### config.mk
export PLATFORM = sky130hd
export DESIGN_NAME = rv32_multicycle_ctrl
export DESIGN_NICKNAME = d
export VERILOG_FILES = /design/src/rtl/rv32_ctrl_pkg.sv /design/src/rtl/rv32_op_classify.sv /design/src/rtl/rv32_multicycle_ctrl.sv
export SDC_FILE = /design/constraint.sdc
export NUM_CORES = 1
export LEC_CHECK = 0
export ABC_AREA = 1
export CORE_MARGIN = 2
export CORE_UTILIZATION = 49
export DETAILED_ROUTE_END_ITERATION = 10
export PLACE_DENSITY = 0.79
export SYNTH_ARGS = -nofsm -noshare
export SYNTH_HDL_FRONTEND = slang
export SYNTH_SLANG_ARGS = --single-unit
### constraint.sdc
create_clock -name clk -period 1.8 [get_ports clk]
set_clock_uncertainty 0.1 [all_clocks]
set_input_delay 0.36 -clock clk [delete_from_list [all_inputs] [get_ports clk]]
set_output_delay 0.36 -clock clk [all_outputs]
set_load 0.01 [all_outputs]
### src/rtl/rv32_ctrl_pkg.sv
// Shared control encodings for the multi-cycle RV32I core: FSM states,
// instruction classes, opcode values and the select/op encodings driven
// toward the ALU control, PC mux and writeback mux. Imported by the main
// control FSM, the opcode classifier, the ALU control and the datapath.
package rv32_ctrl_pkg;

  typedef enum logic [2:0] {
    S_FETCH, S_DECODE, S_EXEC, S_ALU_WAIT, S_MEM, S_WB, S_TRAP
  } state_e;

  typedef enum logic [3:0] {
    CL_LOAD, CL_STORE, CL_OPIMM, CL_OP, CL_BRANCH,
    CL_JAL, CL_JALR, CL_LUI, CL_AUIPC, CL_FENCE
  } iclass_e;

  localparam logic [6:0] OPC_LOAD   = 7'b0000011;
  localparam logic [6:0] OPC_STORE  = 7'b0100011;
  localparam logic [6:0] OPC_OPIMM  = 7'b0010011;
  localparam logic [6:0] OPC_OP     = 7'b0110011;
  localparam logic [6:0] OPC_BRANCH = 7'b1100011;
  localparam logic [6:0] OPC_JAL    = 7'b1101111;
  localparam logic [6:0] OPC_JALR   = 7'b1100111;
  localparam logic [6:0] OPC_LUI    = 7'b0110111;
  localparam logic [6:0] OPC_AUIPC  = 7'b0010111;
  localparam logic [6:0] OPC_FENCE  = 7'b0001111;

  localparam logic [1:0] ALUOP_F3  = 2'b00;
  localparam logic [1:0] ALUOP_BR  = 2'b01;
  localparam logic [1:0] ALUOP_R   = 2'b10;
  localparam logic [1:0] ALUOP_SUB = 2'b11;

  localparam logic [1:0] PCSRC_PC4 = 2'b00;
  localparam logic [1:0] PCSRC_BR  = 2'b01;
  localparam logic [1:0] PCSRC_ALU = 2'b10;

  localparam logic [1:0] WB_ALU = 2'b00;
  localparam logic [1:0] WB_MEM = 2'b01;
  localparam logic [1:0] WB_PC4 = 2'b10;
  localparam logic [1:0] WB_IMM = 2'b11;

  localparam logic       SRCA_RS1 = 1'b0;
  localparam logic       SRCA_PC  = 1'b1;
  localparam logic [1:0] SRCB_RS2 = 2'b00;
  localparam logic [1:0] SRCB_IMM = 2'b01;
  localparam logic [1:0] SRCB_4   = 2'b10;

  typedef struct packed {
    logic [1:0] op;
    logic       f3z;
    logic       src_a;
    logic [1:0] src_b;
  } alu_sel_t;

  // ALU operand/op selection for each instruction class. Address-forming
  // classes force ADD via the funct3 mask.
  function automatic alu_sel_t alu_sel_for(iclass_e c);
    alu_sel_t s;
    s = '0;
    case (c)
      CL_LOAD, CL_STORE, CL_JALR: s = '{ALUOP_F3, 1'b1, SRCA_RS1, SRCB_IMM};
      CL_OPIMM:                   s = '{ALUOP_F3, 1'b0, SRCA_RS1, SRCB_IMM};
      CL_OP:                      s = '{ALUOP_R,  1'b0, SRCA_RS1, SRCB_RS2};
      CL_BRANCH:                  s = '{ALUOP_BR, 1'b0, SRCA_RS1, SRCB_RS2};
      CL_AUIPC, CL_JAL:           s = '{ALUOP_F3, 1'b1, SRCA_PC,  SRCB_IMM};
      default:                    s = '0;
    endcase
    return s;
  endfunction

endpackage

### src/rtl/rv32_op_classify.sv
// Combinational opcode classifier.
//  i_opcode   in  7  IR[6:0]
//  o_cls      out    instruction class
//  o_illegal  out 1  opcode is not a supported RV32I major opcode
module rv32_op_classify
  import rv32_ctrl_pkg::*;
(
  input  logic [6:0] i_opcode,
  output iclass_e    o_cls,
  output logic       o_illegal
);

  always_comb begin
    o_cls     = CL_FENCE;
    o_illegal = 1'b0;
    case (i_opcode)
      OPC_LOAD:   o_cls = CL_LOAD;
      OPC_STORE:  o_cls = CL_STORE;
      OPC_OPIMM:  o_cls = CL_OPIMM;
      OPC_OP:     o_cls = CL_OP;
      OPC_BRANCH: o_cls = CL_BRANCH;
      OPC_JAL:    o_cls = CL_JAL;
      OPC_JALR:   o_cls = CL_JALR;
      OPC_LUI:    o_cls = CL_LUI;
      OPC_AUIPC:  o_cls = CL_AUIPC;
      OPC_FENCE:  o_cls = CL_FENCE;
      default:    o_illegal = 1'b1;
    endcase
  end

endmodule

### src/rtl/rv32_multicycle_ctrl.sv
// Main control FSM of the multi-cycle RV32I core.
// Sequences fetch / decode / execute / memory / writeback. alu_op and the
// operand selects are driven in S_EXEC and held in S_ALU_WAIT so the
// registered ALU control decoder has settled when aluout_we fires.
//  clk, rst                 clock, async active-high reset
//  opcode                   IR[6:0], sampled into the class register in S_DECODE
//  br_taken                 branch condition, used in S_ALU_WAIT
//  imem_ready/dmem_ready    memory handshakes
//  imem_req, dmem_req, dmem_we, ir_we, pc_we, pc_src
//  alu_op, alu_f3_zero, alu_src_a, alu_src_b, aluout_we
//  rf_we, wb_sel, trap (sticky until rst), busy (low only in trap)
module rv32_multicycle_ctrl
  import rv32_ctrl_pkg::*;
#(
  parameter int MEM_TO_W = 8
) (
  input  logic       clk,
  input  logic       rst,
  input  logic [6:0] opcode,
  input  logic       br_taken,
  input  logic       imem_ready,
  input  logic       dmem_ready,
  output logic       imem_req,
  output logic       dmem_req,
  output logic       dmem_we,
  output logic       ir_we,
  output logic       pc_we,
  output logic [1:0] pc_src,
  output logic [1:0] alu_op,
  output logic       alu_f3_zero,
  output logic       alu_src_a,
  output logic [1:0] alu_src_b,
  output logic       aluout_we,
  output logic       rf_we,
  output logic [1:0] wb_sel,
  output logic       trap,
  output logic       busy
);

  // Counter value at which one more unanswered request cycle traps.
  localparam logic [MEM_TO_W-1:0] TO_LAST = {{(MEM_TO_W-1){1'b1}}, 1'b0};

  state_e                r_state, w_next;
  iclass_e               r_cls, w_cls;
  logic                  w_illegal;
  logic [MEM_TO_W-1:0]   r_to_cnt;
  logic                  w_wait, w_to_hit;
  alu_sel_t              w_alu;

  rv32_op_classify u_cls (
    .i_opcode  (opcode),
    .o_cls     (w_cls),
    .o_illegal (w_illegal)
  );

  assign w_alu    = alu_sel_for(r_cls);
  // A request outstanding without ready this cycle.
  assign w_wait   = (r_state == S_FETCH && !imem_ready) ||
                    (r_state == S_MEM   && !dmem_ready);
  assign w_to_hit = w_wait && (r_to_cnt == TO_LAST);

  always_ff @(posedge clk or posedge rst) begin
    if (rst) r_state <= S_FETCH;
    else     r_state <= w_next;
  end

  // Counter is zero whenever no request is pending, so it is always clear
  // on entry to S_FETCH / S_MEM.
  always_ff @(posedge clk or posedge rst) begin
    if (rst)         r_to_cnt <= '0;
    else if (w_wait) r_to_cnt <= r_to_cnt + 1'b1;
    else             r_to_cnt <= '0;
  end

  // Class is latched once; later opcode changes do not affect sequencing.
  always_ff @(posedge clk or posedge rst) begin
    if (rst)                       r_cls <= CL_FENCE;
    else if (r_state == S_DECODE)  r_cls <= w_cls;
  end

  always_comb begin
    w_next = r_state;
    case (r_state)
      S_FETCH:
        if (imem_ready)    w_next = S_DECODE;
        else if (w_to_hit) w_next = S_TRAP;
      S_DECODE:
        if (w_illegal)              w_next = S_TRAP;
        else if (w_cls == CL_FENCE) w_next = S_FETCH;
        else if (w_cls == CL_LUI)   w_next = S_WB;
        else                        w_next = S_EXEC;
      S_EXEC: w_next = S_ALU_WAIT;
      S_ALU_WAIT:
        case (r_cls)
          CL_BRANCH:         w_next = S_FETCH;
          CL_LOAD, CL_STORE: w_next = S_MEM;
          default:           w_next = S_WB;
        endcase
      S_MEM:
        if (dmem_ready)    w_next = (r_cls == CL_STORE) ? S_FETCH : S_WB;
        else if (w_to_hit) w_next = S_TRAP;
      S_WB:    w_next = S_FETCH;
      S_TRAP:  w_next = S_TRAP;
      default: w_next = S_FETCH;
    endcase
  end

  // Outputs are forced idle while rst is high so requests drop immediately.
  always_comb begin
    imem_req    = 1'b0;
    dmem_req    = 1'b0;
    dmem_we     = 1'b0;
    ir_we       = 1'b0;
    pc_we       = 1'b0;
    pc_src      = PCSRC_PC4;
    alu_op      = ALUOP_F3;
    alu_f3_zero = 1'b0;
    alu_src_a   = SRCA_RS1;
    alu_src_b   = SRCB_RS2;
    aluout_we   = 1'b0;
    rf_we       = 1'b0;
    wb_sel      = WB_ALU;
    trap        = 1'b0;
    busy        = 1'b1;
    if (!rst) begin
      case (r_state)
        S_FETCH: begin
          imem_req = 1'b1;
          if (imem_ready) begin
            ir_we  = 1'b1;
            pc_we  = 1'b1;
            pc_src = PCSRC_PC4;
          end
        end
        S_EXEC: begin
          alu_op      = w_alu.op;
          alu_f3_zero = w_alu.f3z;
          alu_src_a   = w_alu.src_a;
          alu_src_b   = w_alu.src_b;
        end
        S_ALU_WAIT: begin
          alu_op      = w_alu.op;
          alu_f3_zero = w_alu.f3z;
          alu_src_a   = w_alu.src_a;
          alu_src_b   = w_alu.src_b;
          aluout_we   = 1'b1;
          case (r_cls)
            CL_BRANCH: begin pc_we = br_taken; pc_src = PCSRC_BR;  end
            CL_JAL:    begin pc_we = 1'b1;     pc_src = PCSRC_BR;  end
            CL_JALR:   begin pc_we = 1'b1;     pc_src = PCSRC_ALU; end
            default: ;
          endcase
        end
        S_MEM: begin
          dmem_req = 1'b1;
          dmem_we  = (r_cls == CL_STORE);
        end
        S_WB: begin
          rf_we = 1'b1;
          case (r_cls)
            CL_LOAD:         wb_sel = WB_MEM;
            CL_JAL, CL_JALR: wb_sel = WB_PC4;
            CL_LUI:          wb_sel = WB_IMM;
            default:         wb_sel = WB_ALU;
          endcase
        end
        S_TRAP: begin
          trap = 1'b1;
          busy = 1'b0;
        end
        default: ;
      endcase
    end
  end

endmodule

Yosys cells after proc, flatten, opt, wreduce, memory -nomap -nowiden
Memory sizes are Yosys's and may differ from the RTL's.
Index checks and enable logic that the tools add are counted.
{"block": "op_classes", "n_reduce_logical": 13, "n_mux": 45, "n_addsub": 1, "eq_ne": 24}
{"cell": "4-bit one-hot mux with 9 select lines", "n": 1}
{"cell": "1-bit 2-to-1 mux", "n": 22}
{"cell": "7-bit by 6-bit equality test with 1-bit output (second input constant)", "n": 3}
{"cell": "7-bit equality test (second input constant)", "n": 3}
{"cell": "3-bit 2-to-1 mux", "n": 7}
{"cell": "4-bit by 3-bit equality test with 1-bit output (second input constant)", "n": 5}
{"cell": "3-bit one-hot mux with 6 select lines", "n": 1}
{"cell": "2-bit 2-to-1 mux", "n": 8}
{"cell": "7-bit by 5-bit equality test with 1-bit output (second input constant)", "n": 2}
{"cell": "10-bit OR reduction", "n": 1}
{"cell": "3-bit equality test (second input constant)", "n": 3}
{"cell": "8-bit by 1-bit adder with 8-bit output (second input constant)", "n": 1}
{"cell": "8-bit equality test (second input constant)", "n": 1}
{"cell": "8-bit 2-to-1 mux", "n": 1}
{"cell": "2-bit OR reduction", "n": 4}
{"cell": "7-bit by 2-bit equality test with 1-bit output (second input constant)", "n": 1}
{"cell": "7-bit by 4-bit equality test with 1-bit output (second input constant)", "n": 1}
{"cell": "3-bit by 2-bit equality test with 1-bit output (second input constant)", "n": 2}
{"cell": "2-bit one-hot mux with 3 select lines", "n": 1}
{"cell": "3-bit one-hot mux with 2 select lines", "n": 1}
{"cell": "4-bit by 1-bit equality test with 1-bit output (second input constant)", "n": 1}
{"cell": "4-bit equality test (second input constant)", "n": 1}
{"cell": "4-bit zero test", "n": 1}
{"cell": "1-bit one-hot mux with 2 select lines", "n": 2}
{"cell": "6 further kinds", "n": 9}
{"block": "word_totals", "register_bits": 15, "output_inout_bits": 19, "in_bits": 12, "mem_count": 1, "rom_bits": 80}
{"memory": "(name not given)", "depth": 16, "width": 5, "read_ports": 1, "rd_ports_with_merged_regs": 0, "wr": 0, "line_no": "rv32_ctrl_pkg.sv:59", "text": "case (c)"}

Logic depth before layout (Yosys ltp)
Gate-level depths: netlist of run 1.
{"block": "logic_depth", "depth_word": 7, "depth_mapped": 11}

By module
From an unflattened synthesis of run 1, not the netlist that was laid out.
{"block": "hier_totals", "cells_unflattened": 218, "area_unflattened_um2": 1332.5}
{"mod": "rv32_multicycle_ctrl", "area_per_inst_um2": 1126.1, "seq_area_each_um2": 377.9, "cells_per_inst": 171, "instances": 1}
{"mod": "rv32_op_classify", "area_per_inst_um2": 206.4, "seq_area_each_um2": 0.0, "cells_per_inst": 47, "instances": 1}

Least setup slack after synthesis of run 1
OpenSTA, ideal clock, no wires.
{"block": "synth_timing", "path_kind": "input-to-output", "from": "input rst", "to": "output pc_src[1]", "arrival_ns": 1.392, "required_time_ns": 1.340, "stages": 5, "path_buffers": 0, "path_slack_ns": -0.052, "path_cell_list": "inv_1 -> nand2_2 -> nor2_2 -> inv_1 -> nor3_1"}
{"block": "synth_via", "elab_chain_len": 1}
{"item": "from (decl)", "line_no": "rv32_multicycle_ctrl.sv:18", "text": "input logic rst,"}
{"item": "2-bit 2-to-1 mux", "line_no": "rv32_multicycle_ctrl.sv:125", "text": "if (!rst) begin"}
{"item": "to (decl)", "line_no": "rv32_multicycle_ctrl.sv:28", "text": "output logic [1:0] pc_src,"}
No other way between the ends.

Worst setup path after layout of run 1
{"block": "layout_timing", "from": "register r_cls[0]", "to": "output alu_src_a"}
{"block": "layout_via", "elab_chain_len": 3}
{"item": "from (decl)", "line_no": "rv32_multicycle_ctrl.sv:44", "text": "iclass_e r_cls, w_cls;"}
{"item": "from (signal assigned)", "line_no": "rv32_multicycle_ctrl.sv:78", "text": "else if (r_state == S_DECODE) r_cls <= w_cls;"}
{"item": "memory read 16 x 5 bit"}
{"item": "1-bit 2-to-1 mux", "line_no": "rv32_multicycle_ctrl.sv:126", "text": "case (r_state)"}
{"item": "1-bit 2-to-1 mux", "line_no": "rv32_multicycle_ctrl.sv:125"}
{"item": "to (decl)", "line_no": "rv32_multicycle_ctrl.sv:31", "text": "output logic alu_src_a,"}
No other way between the ends.

==> key figures, run 1 <==
Status
  • Status: complete, but fails checks
  • Failing checks: setup timing

Pwr
  • Worst VDD drop: ~1 mV
  • Leakage: 1.02 nW
  • Pwr dens: roughly 1300 nW/um^2

Routing
  • ANT nets after route: 0
  • Via-per-instance ratio: 5.47
  • Vias: about 1,700
  • Post-route DRC: 0
  • WL/cell: 14.5 um
  • TritonRoute pass-1 iters: 4
  • Post-Route WL: ~4400 um
  • 1st-iter DRT viols: 64

Global route
  • GRT Util Overall: 26.9%
  • Grt total ovfl: 0
  • Largest net degree at the start of global routing: 12
  • Vias in the first global route: 1,410
  • Initial antenna violation count: 0
  • First-pass GRT wire length: about 5700 um

Hold path
  • Worst Hold Class: primary input to asynchronous set/reset pin

Layout
  • Commonest non-fill, non-tap cells in the layout: 44 x nand2_1, 36 x buf_4, 35 x nor2_1, 20 x inv_1, 15 x buf_2
  • Area grow syn2layout: 68.2%
  • Fraction of layout cells with a size suffix above 1: ~41%
  • Final instance area: between 2000 and 2500 sq um
  • Antenna diodes: 0
  • Most common cell after layout, fill and taps aside: nand2_1
  • Final net count: a little under 300

Place
  • Pre-CTS setup slack: -0.584 ns
  • Gpl congestion: a little over 0.9
  • PortBufs: 29
  • Placed cell areas: between 1500 and 2000 sq um
  • HPWL Detailed: 2630 um

Worst setup path
  • Register-to-register setup slack: -0.17 ns
  • Crit Path Max Fanout: 4
  • Critical path type: flop to output port
  • CP endpoint kind: output port
  • R2r startpoint: r_state[1]$_DFF_PP0_
  • R2R cell count: 10
  • R2r endpoint: r_state[0]$_DFF_PP0_
  • Worst EP required: 1.34 ns
  • WP data arrival: between 1.5 and 2 ns
  • CP Launch Type: flop

Die
  • Initial core utilization: roughly half
  • Site Rows: 18
  • Io pins: 31
  • Die area: 2940 sq um
  • Die height: 54.2 um
  • Core area: ~2400 sq um
  • Die span in x: 54.2 um

Synthesis
  • Yosys warnings: 0
  • Part of the Yosys area used for sequential elements: 30.6%
  • Post-synth cell types: 28
  • #FFs+latches synth: 15
  • Netlist Area Pre-Place: 1240 sq um
  • Avg Cell Area, Syn: approximately 6.2 sq um
  • Post-synthesis cell count: around 200
  • Synthesized Nets: about 220

Clock network
  • Hold Buf Count CTS: 0
  • Clock buffer depth: 2
  • Clk root buf: clkbuf_4
  • CTS HTree Levels: 1
  • Clk sink count: 15
  • Clock insertion delay at the later pin of the skew report: ~0.29 ns
  • Total CTS buffers: 3
  • Clock Pin Slew Worst Setup and Hold Paths: 0.09 ns
  • CTS tree: done

STA
  • RSZ-0062 raised after global routing: yes
  • Tmin final: just over 2 ns
  • Final period util: 115%
  • Hold Fails Final Rpt: 0
  • Final setup vio count: 20
  • Max Clock Freq: slightly below 500 MHz
  • Max Slew Vio Count: 0
  • Worst setup slack after layout: -0.274 ns

Job
  • Max Cap Viol: 0
-- worst max-delay path, cell delays in order, from the launching register on --
cell     delay (ns)
dfstp_2        0.59
buf_6          0.11
ha_4           0.15
inv_4          0.04
nor2_4         0.09
a21oi_1        0.05
nor2_1         0.12
buf_2          0.16
-- cells by family (layout without fill, tap and decap cells) --
logic type / Yosys count / in the layout / share of synthesized area (%)
AOI/OAI and AO/OA: 26 / 26 / 12.1
xor gates and xnor gates: 1 / 1 / 0.709
adders and majority gates: 7 / 7 / 7.08
buffers and inverters: 34 / 111 / 10.7
DFF: 15 / 15 / 30.6
other: 1 / 1 / 0.303
and+or+nand+nor: 114 / 114 / 38.5
-- area by class of cell --
type / count / area, sq um
multi-input cells: 149 / 905
repair buffers: 75 / 601
flip-flops and latches: 15 / 382
fillers: 128 / 353
inverters: 32 / 129
well taps: 30 / 37.5
clock buffers: 4 / 26.3
-- stage by stage --
step	std cells	hold WS [ns]	total power, mW	TNS [ns]	util (%)
2_1_floorplan	198	0.0925	1.10	0	-
3_3_place_gp	284	0.364	1.61	-7.61	72.9
3_5_place_dp	284	0.384	1.66	-7.78	72.9
4_1_cts	297	0.138	2.15	-2.17	78.4
5_1_grt	305	0.147	2.80	-4.54	85.5
6_report	305	0.148	2.65	-3.05	85.5
-- registers in the layout, indices dropped and copies added, names as in the netlist --
register,count
r_state,3
r_cls,4
r_to_cnt,8
-- synth_stat cells --
cell / number / area, sq um
nor2_1: 43 / 161
nand3_1: 9 / 45.0
buf_2: 1 / 5.00
conb_1: 1 / 3.75
o211ai_1: 1 / 7.51
nor2_2: 3 / 18.8
a21oi_1: 8 / 40.0
o21bai_1: 1 / 7.51
inv_2: 2 / 7.51
dfstp_2: 2 / 52.6
nand2_2: 2 / 12.5
nand2_1: 47 / 176
buf_4: 1 / 7.51
o21ai_0: 10 / 50.1
nor3_1: 5 / 25.0
nand4_1: 2 / 12.5
nand3b_1: 1 / 7.51
a31oi_1: 1 / 6.26
ha_1: 7 / 87.6
xnor2_1: 1 / 8.76
o311ai_0: 1 / 8.76
o2111ai_1: 1 / 8.76
inv_1: 30 / 113
a211oi_1: 2 / 15.0
nor4_1: 1 / 6.26
o22ai_1: 1 / 6.26
dfrtp_1: 13 / 325
nor3_2: 1 / 10.0
-- routing by layer --
layer | global-route usage, % | wire length [um]
met5 | 0 | 0
met4 | 7.50 | 170
met3 | 5.19 | 331
met2 | 51.8 | 2340
met1 | 29.5 | 1590
-- worst max path at each step --
stage	from	slack [ns]	to	cells past startpoint
after floorplan	r_cls[0]$_DFFE_PP1P_	0.08	alu_f3_zero	4
after global placement	rst	-0.58	alu_f3_zero	6
after detailed placement	rst	-0.58	alu_f3_zero	6
after CTS	r_cls[0]$_DFFE_PP1P_	-0.26	pc_we	7
after global routing	r_state[1]$_DFF_PP0_	-0.33	alu_f3_zero	6
final	r_cls[0]$_DFFE_PP1P_	-0.27	alu_src_a	7
-- repair_timing --
item                       in CTS  in global routing
pin swaps                      13                 16
gates cloned                    0                  0
setup endpoints to repair      18                 19
gates resized for setup       109                 33
setup buffers                  10                 10
-- power by group --
part | switching [mW] | total (mW) | internal (mW)
registers | 0.153 | 0.599 | 0.446
logic | 0.935 | 1.85 | 0.914
clock network | 0.117 | 0.203 | 0.0863
(Power assumes the default switching activity.)
==> run 2: changes to the inputs <==
--- a/config.mk
+++ b/config.mk
@@ -7,9 +7,9 @@
 export LEC_CHECK = 0
 export ABC_AREA = 1
 export CORE_MARGIN = 2
-export CORE_UTILIZATION = 49
+export CORE_UTILIZATION = 50
 export DETAILED_ROUTE_END_ITERATION = 10
-export PLACE_DENSITY = 0.79
+export PLACE_DENSITY = 0.8
 export SYNTH_ARGS = -nofsm -noshare
 export SYNTH_HDL_FRONTEND = slang
 export SYNTH_SLANG_ARGS = --single-unit
==> constraint.sdc (replaced) <==
create_clock -name clk -period 2.4 [get_ports clk]
set_clock_uncertainty 0.1 [all_clocks]
set_input_delay 0.48 -clock clk [delete_from_list [all_inputs] [get_ports clk]]
set_output_delay 0.48 -clock clk [all_outputs]
set_load 0.01 [all_outputs]
==> run 2 against run 1 <==
Against the previous run: the run now ends clean; register-to-register slack better by 1.1 ns; routed wire length decreased by 30%; global-route usage fell by 5.0 points; utilization down 15 points; power is 51% lower; first-iteration DRC count down 30%; clock power down 30%; worst hold slack improved by 0.24 ns; worst setup slack improved by 0.34 ns; largest cell class unchanged; largest power group unchanged.
==> key figures, run 2 (same netlist as run 1, synthesis figures left out) <==
Layout
  • Area grow syn2layout: 37.8%
  • FF+latch area: 382 sq um (unchanged)
  • Max reg flops: 8 (unchanged)
  • Final net count: 262 (-11%)
  • Most common cell after layout, fill and taps aside: nand2_1
  • Largest regs: r_to_cnt: 8 flops, r_cls: 4 flops, r_state: 3 flops
  • Reg with most FFs: r_to_cnt
  • Fraction of layout cells with a size suffix above 1: 16.9% (-24 points)
  • Area taken by multi-input logic gates: 754 sq um (-17%)
  • Layout fillers: 212 (+66%)
  • Final instance area: 1700 sq um (-18%)
  • Antenna diodes: 0 (unchanged)
  • Commonest non-fill, non-tap cells in the layout: 46 x nand2_1, 41 x nor2_1, 28 x inv_1, 13 x buf_4, 12 x clkdlybuf4s50_1

Worst setup path
  • Critical path type: flop to output port
  • CP endpoint kind: output port
  • CP Launch Type: flop
  • WP data arrival: 1.75 ns (+0.14 ns)
  • Worst EP required: 1.82 ns (+0.48 ns)
  • Crit Path Max Fanout: 4 (unchanged)

Routing
  • TritonRoute pass-1 iters: 4 (unchanged)
  • WL/cell: 11.5 um (-21%)
  • Vias: 1,399 (-16%)
  • Post-Route WL: 3120 um (-30%)
  • 1st-iter DRT viols: 45 (-30%)
  • ANT nets after route: 0 (unchanged)
  • Post-route DRC: 0 (unchanged)
  • Via-per-instance ratio: 5.14 (-6.0%)

Die
  • Io pins: 31 (unchanged)
  • Initial core utilization: 51.3% (+0.47 points)
  • Site Rows: 18 (unchanged)
  • Die height: 53.7 um (-0.93%)
  • Core area: 2410 sq um (-0.93%)
  • Die span in x: 53.7 um (-0.93%)
  • Die area: 2890 sq um (-1.9%)

Clock network
  • Clock insertion delay at the later pin of the skew report: 0.29 ns (about the same)
  • Clock buffer depth: 2 (unchanged)
  • Clock Pin Slew Worst Setup and Hold Paths: 0.09 ns (about the same)
  • Clk root buf: clkbuf_4
  • Total CTS buffers: 3 (unchanged)
  • Clk sink count: 15 (unchanged)
  • Hold Buf Count CTS: 0 (unchanged)
  • CTS HTree Levels: 1 (unchanged)
  • CTS tree: done

Place
  • PortBufs: 29 (unchanged)
  • HPWL Detailed: 2430 um (-7.5%)
  • Placed cell areas: 1610 sq um (-9.1%)
  • Gpl congestion: 0.825 (-11%)
  • Pre-CTS setup slack: -0.269 ns (+0.315 ns)

Pwr
  • Leakage: 0.913 nW (-10%)
  • Worst VDD drop: 0.498 mV (-50%)
  • Total power: 1.29 mW (-51%)
  • Pwr dens: 759 nW/um^2 (-40%)

STA
  • Max Clock Freq: 429 MHz
  • Final period util: between 90% and 100%
  • Worst setup slack after layout: 0.0684 ns (+0.342 ns)
  • Final setup vio count: 0 (-100%)
  • Tmin final: approximately 2.3 ns
  • Hold Fails Final Rpt: 0 (unchanged)
  • Max Slew Vio Count: 0 (unchanged)
  • Setup TNS Final: 0 ns (+3.05 ns)

Status
  • Status: complete, no violations

Global route
  • Routing usage on met1: 24.1% (-5.4 points)
  • First-pass GRT wire length: 4720 um (-17%)
  • Met2 Usage GRT: 43.1% (-8.7 points)
  • GR peak layer: met2
  • Vias in the first global route: 1,218 (-14%)
  • Largest net degree at the start of global routing: 12 (unchanged)
  • Initial antenna violation count: 0 (unchanged)
  • GRT Util Overall: 21.9% (-5.0 points)
  • Grt total ovfl: 0 (unchanged)
  • Met3 GRT Util: 1.67% (-3.5 points)

Job
  • Max Cap Viol: 0 (unchanged)

Hold path
  • Worst Hold Class: flop to flop
-- run 2: final timing paths --
path | startpoint | end | slack (ns) | cells after the start
hold reg to reg | r_to_cnt[0]$_DFF_PP0_ | r_to_cnt[0]$_DFF_PP0_ | 0.38 | 1
max in group asynchronous | rst | r_cls[0]$_DFFE_PP1P_ | 1.46 | 4
setup reg to reg | r_cls[0]$_DFFE_PP1P_ | r_state[0]$_DFF_PP0_ | 0.93 | 7
hold / removal | r_to_cnt[0]$_DFF_PP0_ | r_to_cnt[0]$_DFF_PP0_ | 0.38 | 1
min in group asynchronous | rst | r_to_cnt[0]$_DFF_PP0_ | 0.49 | 3
setup / recovery | r_cls[0]$_DFFE_PP1P_ | alu_src_b[0] | 0.07 | 7
-- run 2: worst max-delay path, stage by stage (launching register included) --
cell	delay [ns]
dfstp_2	0.57
inv_2	0.06
ha_2	0.20
inv_1	0.07
nor2_1	0.05
o21bai_1	0.22
a211oi_2	0.06
clkdlybuf4s15_2	0.23
-- run 2: layer usage --
layer  up-vias  wire [um]
li1        712          -
met1       626       1320
met2        56       1600
met3         5        156
met4         0         36
met5         -          0
-- run 2: where the power goes --
| part | internal [mW] | total, mW | switching [mW] |
|---|---|---|---|
| clock network | 0.0619 | 0.143 | 0.0806 |
| logic | 0.301 | 0.717 | 0.416 |
| registers | 0.335 | 0.433 | 0.0982 |
| total | 0.698 | 1.29 | 0.594 |
-- run 2: timing repair --
action	4_1_cts	5_1_grt
setup buffers	2	3
setup endpoints to repair	16	9
pin swaps	0	1
resized for setup	29	9
endpoints found under the hold margin	0	0
-- run 2: per-stage QoR --
| stage | instances | hold slack [ns] | utilization [%] |
|---|---|---|---|
| finish | 272 | 0.384 | 70.7 |
| global route | 272 | 0.424 | 70.7 |
| CTS | 269 | 0.391 | 68.8 |
| detailed placement | 263 | 0.377 | 66.9 |
| global placement | 263 | 0.372 | 66.9 |
| floorplan | 198 | 0.304 | - |
-- run 2: final cells by class --
cell class | count | share of cell area, %
sequential | 15 | 22.4
inverter | 32 | 7.05
timing repair buffer | 42 | 22.4
multi-input combinational | 149 | 44.3
clock buffer | 3 | 1.32
clock inverter | 1 | 0.294
tap | 30 | 2.20
